## src/rtl/reg_writeback.sv

```systemverilog
// Write-back queue: buffers register-file writes in order and exposes them to decode through a bypass port.
// Latency 1 cycle from accept to wb_*; in_ready drops when DEPTH entries are queued; the head entry holds until wb_ack.
module reg_writeback #(
  parameter int WORD  = 64,
  parameter int DEPTH = 2,
  parameter int CNT_W = 16
) (
  input  logic             clk,
  input  logic             rst_n,
  input  logic             in_valid,
  output logic             in_ready,
  input  logic             reg_write_in,
  input  logic             mem_to_reg,
  input  logic [4:0]       dest_reg,
  input  logic [WORD-1:0]  alu_result,
  input  logic [WORD-1:0]  mem_data,
  output logic             wb_reg_write,
  output logic [4:0]       wb_register,
  output logic [WORD-1:0]  wb_data,
  input  logic             wb_ack,
  input  logic [4:0]       byp_reg,
  output logic             byp_hit,
  output logic [WORD-1:0]  byp_data,
  output logic [2:0]       pending,
  output logic [CNT_W-1:0] retired
);

  localparam int PTR_W = (DEPTH > 1) ? $clog2(DEPTH) : 1;

  logic [4:0]       q_reg [DEPTH];
  logic [WORD-1:0]  q_dat [DEPTH];
  logic [PTR_W-1:0] head;
  logic [PTR_W-1:0] tail;
  logic [2:0]       count;
  logic             push;
  logic             pop;

  function automatic logic [PTR_W-1:0] next_ptr(input logic [PTR_W-1:0] p);
    if (p == PTR_W'(DEPTH - 1)) return '0;
    return p + 1'b1;
  endfunction

  assign in_ready = (count < 3'(DEPTH));
  // XZR writes and non-writing results are consumed here so they never occupy a slot
  assign push     = in_valid & in_ready & reg_write_in & (dest_reg != 5'd31);
  assign pop      = wb_ack & wb_reg_write;

  assign pending      = count;
  assign wb_reg_write = (count != 3'd0);
  assign wb_register  = wb_reg_write ? q_reg[head] : 5'd0;
  assign wb_data      = wb_reg_write ? q_dat[head] : '0;

  always_ff @(posedge clk or negedge rst_n) begin
    if (!rst_n) begin
      for (int i = 0; i < DEPTH; i++) begin
        q_reg[i] <= '0;
        q_dat[i] <= '0;
      end
      head    <= '0;
      tail    <= '0;
      count   <= '0;
      retired <= '0;
    end else begin
      if (push) begin
        q_reg[tail] <= dest_reg;
        q_dat[tail] <= mem_to_reg ? mem_data : alu_result;
        tail        <= next_ptr(tail);
      end
      if (pop) begin
        head <= next_ptr(head);
        if (retired != {CNT_W{1'b1}}) retired <= retired + 1'b1;
      end
      case ({push, pop})
        2'b10:   count <= count + 3'd1;
        2'b01:   count <= count - 3'd1;
        default: count <= count;
      endcase
    end
  end

  // Walk oldest to youngest so the last match (youngest) wins
  always_comb begin
    logic [PTR_W:0]   sum;
    logic [PTR_W-1:0] idx;
    byp_hit  = 1'b0;
    byp_data = '0;
    sum      = '0;
    idx      = '0;
    for (int i = 0; i < DEPTH; i++) begin
      sum = {1'b0, head} + (PTR_W + 1)'(i);
      if (sum >= (PTR_W + 1)'(DEPTH)) sum = sum - (PTR_W + 1)'(DEPTH);
      idx = sum[PTR_W-1:0];
      if ((3'(i) < count) && (q_reg[idx] == byp_reg) && (byp_reg != 5'd31)) begin
        byp_hit  = 1'b1;
        byp_data = q_dat[idx];
      end
    end
  end

endmodule

```

## config.mk

```make
export PLATFORM = sky130hd
export DESIGN_NAME = reg_writeback
export DESIGN_NICKNAME = d
export VERILOG_FILES = /design/src/rtl/reg_writeback.sv
export SDC_FILE = /design/constraint.sdc
export NUM_CORES = 1
export LEC_CHECK = 0
export ABC_AREA = 1
export CAP_MARGIN = 20
export CORE_ASPECT_RATIO = 0.7
export CORE_MARGIN = 2
export CORE_UTILIZATION = 27
export CTS_CLUSTER_SIZE = 25
export DETAILED_ROUTE_END_ITERATION = 8
export SLEW_MARGIN = 5
export SYNTH_ARGS = -nofsm -noshare
export SYNTH_HDL_FRONTEND = slang
export SYNTH_SLANG_ARGS = --single-unit
```

## constraint.sdc

```tcl
create_clock -name clk -period 2.56 [get_ports clk]
set_clock_uncertainty 0.2 [all_clocks]
set_input_delay 0.384 -clock clk [delete_from_list [all_inputs] [get_ports clk]]
set_output_delay 0.384 -clock clk [all_outputs]
set_load 0.01 [all_outputs]
```

* Yosys cells after proc, flatten, opt, wreduce, memory -nomap -nowiden *
Index checks and enable logic that the tools add are counted.

word-level totals
  word-level logic and storage cells = 91
  register bits = 159
  output and inout bits = 155
  bits of input ports = 144

operators by class
  $add $sub $neg = 8
  muxes and demuxes = 42
  order comparisons = 10
  equality and inequality tests = 7
  bitwise operators = 8
  reduce and logical (&&, ||, !) cells = 8

operators with widths
  cell                     number
  $mux W64                 14
  $bwmux W128              1
  $demux W64 S1            1
  $mux W5                  11
  $add A16 B1 Y16 const B  1
  $ne A16 B16 Y1 const B   1
  $mux W1                  12
  $bwmux W10               1
  $eq A5 B5 Y1             2
  $ge A2 B2 Y1 const B     5
  $ne A5 B5 Y1 const B     2
  $not A1 Y2               4
  $lt A1 B3 Y1 const A     2
  $pmux W3 S2              1
  $demux W5 S1             1
  $logic_and A1 B1 Y1      5
  $and A1 B1 Y1            4
  $add A3 B1 Y3 const B    1
  $lt A3 B2 Y1 const B     1
  $reduce_bool A3 Y1       1
  $sub A3 B1 Y3 const B    1
  $add A1 B1 Y1 const B    2
  $add A1 B1 Y2 const B    1
  $eq A2 B1 Y1 const B     1
  6 further kinds          7

* Logic depth before layout (Yosys ltp) *
Gate-level depths: netlist of the first run.

  word-level depth = 11
  depth in mapped cells = 12
  depth with buffers taken out = 11

* Least setup slack after synthesis of the first run *
OpenSTA, ideal clock, no wires.

  kind = register -> output
  start = register count[0], in the netlist pending[0]
  end = output wb_data[53]
  setup slack = 0.386 ns
  path buffers = 2
  data required time = 1.976 ns
  stages on the path, launching flop included = 8
  data arrival time = 1.590 ns
  cells stage by stage = dfrtp_1 > inv_1 > ha_1 > nand2_1 > inv_2 > clkbuf_1 > buf_1 > nor2_1

on the way
  longest elaborated chain between the ends = 2

RTL lines
  element                 RTL line  source
  start, declared         34        logic [2:0] count;
  start signal, assigned  74        2'b10: count <= count + 3'd1;
  start signal, assigned  75        2'b01: count <= count - 3'd1;
  start signal, assigned  76        default: count <= count;
  $reduce_bool A3 Y1      49        assign wb_reg_write = (count != 3'd0);
  named net wb_reg_write  17        output logic wb_reg_write,
  $mux W64                51        assign wb_data = wb_reg_write ? q_dat[head] : '0;
  end, declared           19        output logic [WORD-1:0] wb_data,

The timed path passes the listed nets, and every way through them passes these cells.

* Worst setup path after layout of the first run *
  start = register head
  end = output byp_data[61]

on the way
  longest elaborated chain between the ends = 11
  elaborated cells between the ends (all ways) = 29
  classes of those cells = 3 x add/sub; 2 x order compare; 2 x eq/ne; 16 x mux; 2 x bitwise; 4 x reduce/logical

RTL lines
  element                                                        RTL line    source
  start, declared                                                32          logic [PTR_W-1:0] head;
  start signal, assigned                                         70          head <= next_ptr(head);
  $add A1 B1 Y2 (tied with other cells)                          90          sum = {1'b0, head} + (PTR_W + 1)'(i);
  $ge A2 B2 Y1 (tied with other cells)                           91          if (sum >= (PTR_W + 1)'(DEPTH)) sum = sum - (PTR_W + 1)'(DEPTH);
  $mux W1 or $not A1 Y2 (tied branches)                          91, 93, 95
  $not A1 Y2 (implied by the code) or $mux W5 (tied branches)    93, 95
  $mux W5 (implied by the code) (2 in series)                    93          if ((3'(i) < count) && (q_reg[idx] == byp_reg) && (byp_reg != 5'd31)) begin
  $mux W5 (implied by the code) or $eq A5 B5 Y1 (tied branches)  93
  $eq A5 B5 Y1 or $logic_and A1 B1 Y1 (tied branches)            93
  $logic_and A1 B1 Y1                                            93
  $logic_and A1 B1 Y1 or $mux W64 (tied branches)                93
  $mux W64 (*)                                                   93
  end, declared                                                  23          output logic [WORD-1:0] byp_data,

Every way passes the cells marked *; elsewhere a longest branch is shown, timed or not. The select of a mux whose other input is x is not followed.

==> summary.md, run 1 <==
| Metric | Value |
|---|---|
| Outcome | `finished, violations left` |
| Unrepaired setup endpoints after global routing | `yes` |
| Final core occ | `45.8%` |
| Final setup violation count | `114` |
| Adder-cell share of the synthesized area | `0.591%` |
| Die Footprint | `40800 um2` |
| R2r endpoint | `pending[2]` |
| Routed len/inst | `18.4 um` |
| Yosys Warn Count | `0` |
| Maximum clock frequency | `329 MHz` |
| Slew Limit Fails | `0` |
| Overall Global Routing Usage | `19.7%` |
| Share of layout cells above drive strength 1 | `30.1%` |
| Largest net degree at the start of global routing | `109` |
| Clock Path Buffers | `2` |
| Startpoint Class | `register` |
| Vias in the first global route | `10900` |
| Final Hold Vio Count | `0` |
| Post-DP HPWL | `26100 um` |
| Critical path type | `reg2out` |
| Static leakage | `8.43 nW` |
| Final setup margin | `-480 ps` |
| Io pins | `299` |
| Core area | `38500 um2` |
| Antenna violations before repair | `0` |
| Synth Area in Compound Gates | `12.4%` |
| Row count | `60` |
| Pwr/cell area | `1330 nW/um2` |
| Hold_ws | `296 ps` |
| Starting Density | `27.5%` |
| WP data arrival | `2460 ps` |
| Critical Path Sink | `byp_data[61]` |
| CTS tree | `yes` |
| Synthesized Nets | `1694` |
| Sink Count | `159` |
| Final #Nets | `2084` |
| Port bufs | `298` |
| Max VDD drop | `0.638 mV` |
| First-pass GRT wire length | `61600 um` |
| Final cell count without fillers | `2474` |
| # DRC | `0` |
| Die Y | `170 um` |
| Syn Area/Cell | `6.85 um2` |
| Pre-CTS setup slack | `-606 ps` |
| Period Utilization, post-route | `119%` |
| Reg2Reg Setup Slack | `260 ps` |
| Cell Area, Synth | `10600 um2` |
| Clock Root Buffer | `clkbuf_16` |
| Multiplexer area fraction after synthesis | `6.81%` |
| Worst skew pair latency | `450 ps` |
| Chip Width | `241 um` |
| Max reg flops | `128` |
| Count of state elements after synthesis | `159` |
| Cell Area, Placed | `14700 um2` |
| Final Critical Period | `3040 ps` |
| Xor-xnor portion of the synthesized cell area | `1.32%` |
| Drt first pass iters | `5` |
| R2R depth | `13` |
| Post-Synth Simple-Gate Area | `28.7%` |
| Failing checks | `negative setup slack` |
| Antenna Nets Post-Route | `0` |
| Via count | `12000` |
| Most common cell after layout, fill and taps aside | `nand2_1` |
| Gp weighted congestion | `0.837` |
| Clock-pin slew on the worst setup and hold paths | `70 ps` |
| Most frequent cells in the layout | `437 x nand2_1, 185 x inv_1, 183 x o21ai_0` |
| Slew margin rel. | `48.2%` |
| Layout overhead on the synthesized area | `66.5%` |
| Vias/cell | `4.84` |
| Hold Path Class | `in2async` |
| Crit. Startpoint | `head` |
| Inserted Clock Buffers | `17` |
| Reg-to-Reg Start | `pending[0]` |
| Max-Cap Viols | `0` |
| Largest family of logic cells by synthesized area | `simple AND/OR/NAND/NOR gates` |
| Crit. End Element | `primary output` |
| Setup TNS Final | `-31010 ps` |
| Pwr Total | `23.5 mW` |
| ANT cells | `0` |
| H-tree Lvls | `4` |
| Drt initial violations | `967` |
| Mapped Cells | `1545` |
| Grt total ovfl | `0` |
| Sequential share of the synthesized area | `37.6%` |
| Least-Margin Pin Slew | `777 ps` |
| Synth cell types | `26` |
| Placed cells | `2344` |
| Crit-path max FO | `8` |
| Worst EP required | `1980 ps` |
| Routed WL | `45600 um` |
| Design area | `17600 um2` |
## cells in the mapped netlist
| master | count | area share, % |
|---|---|---|
| inv_2 | 4 | 0.14 |
| nor2_2 | 3 | 0.18 |
| xnor2_1 | 10 | 0.83 |
| ha_1 | 5 | 0.59 |
| o211ai_1 | 1 | 0.071 |
| nand3_1 | 83 | 3.9 |
| mux2_2 | 64 | 6.8 |
| clkbuf_1 | 35 | 1.2 |
| a21oi_1 | 3 | 0.14 |
| buf_1 | 2 | 0.071 |
| nor3_1 | 3 | 0.14 |
| xor2_1 | 6 | 0.50 |
| buf_6 | 9 | 0.96 |
| inv_1 | 202 | 7.2 |
| nand2_1 | 476 | 17 |
| nand3b_1 | 2 | 0.14 |
| buf_4 | 3 | 0.21 |
| nor2_8 | 1 | 0.19 |
| buf_2 | 60 | 2.8 |
| dfrtp_1 | 159 | 38 |
| nor2_1 | 86 | 3.0 |
| nor2_4 | 1 | 0.11 |
| nand2_2 | 5 | 0.30 |
| o21ai_1 | 11 | 0.52 |
| nand4_1 | 65 | 3.8 |
| o21ai_0 | 246 | 12 |
## how the worst min path moves through the flow
stage,from,to,depth (start not counted)
2_1_floorplan,rst_n,head,0
3_3_place_gp,rst_n,q_dat[69],1
3_5_place_dp,rst_n,q_dat[69],1
4_1_cts,q_dat[65],q_dat[65],2
5_1_grt,q_dat[73],q_dat[73],2
6_report,rst_n,q_dat[69],2
## cell families (layout without fill, tap and decap cells)
| group | after synthesis | count (layout) |
|---|---|---|
| AOI/OAI and AO/OA | 261 | 261 |
| buffers and inverters | 315 | 717 |
| DFF | 159 | 159 |
| adders and majority gates | 5 | 5 |
| muxes | 64 | 64 |
| xor gates and xnor gates | 16 | 16 |
| and+or+nand+nor | 725 | 725 |
## final cells by class
| cell class | count | area (um2) |
|---|---|---|
| fillers | 3677 | 20900 |
| repair buffers | 480 | 5310 |
| well taps | 527 | 659 |
| flip-flops and latches | 159 | 3980 |
| inverters | 206 | 793 |
| clock inverters | 13 | 258 |
| multi-input cells | 1071 | 6190 |
| clock buffers | 18 | 439 |
## critical path, cell delays in order, from the launching register on
cell and delay, ps:
dfrtp_4 550, buf_12 170, nand2_2 80, nand2_2 60, nand2_1 60, nand2_1 50, inv_1 60, nand2_2 90
nor2_8 140, buf_12 160, buf_12 140, buf_16 140, nand3_1 80, nand2_1 90, buf_2 130
## report_power, final
part,leakage [nW],switching (mW),internal (mW),total (mW)
clock network,0.337,1.13,1.96,3.08
registers,1.94,0.798,3.70,4.49
logic,6.15,8.58,7.39,16.0
total,8.43,10.5,13.0,23.5
## metal layers
layer	share of wire, %	track usage (%)	vias up
li1	-	-	5714
met1	45	27.4	5727
met2	44	31.1	461
met3	7.6	3.79	66
met4	2.7	5.51	0
met5	0	0	-
## repair_timing
action / 4_1_cts / 5_1_grt
gates cloned: 16 / 26
pin swaps: 30 / 64
setup endpoints to repair: 134 / 132
setup buffers: 32 / 32
hold endpoints to repair: 65 / 0
hold buffers: 1 / 0
resized for setup: 529 / 387
(Power assumes the default switching activity.)
==> inputs of run 2 (changes only) <==
--- a/config.mk
+++ b/config.mk
@@ -10,6 +10,7 @@
 export CORE_ASPECT_RATIO = 0.7
 export CORE_MARGIN = 2
 export CORE_UTILIZATION = 27
+export CTS_CLUSTER_DIAMETER = 150
 export CTS_CLUSTER_SIZE = 25
 export DETAILED_ROUTE_END_ITERATION = 8
 export SLEW_MARGIN = 5
==> results of run 2 <==
Same layout as run 1: the final DEF is identical, and so are final timing and power.
==> inputs of run 3 (changes only) <==
--- a/config.mk
+++ b/config.mk
@@ -11,7 +11,6 @@
 export CORE_MARGIN = 2
 export CORE_UTILIZATION = 27
 export CTS_CLUSTER_DIAMETER = 150
-export CTS_CLUSTER_SIZE = 25
 export DETAILED_ROUTE_END_ITERATION = 8
 export SLEW_MARGIN = 5
 export SYNTH_ARGS = -nofsm -noshare
==> results of run 3 <==
Same layout as run 1: the final DEF is identical, and so are final timing and power.
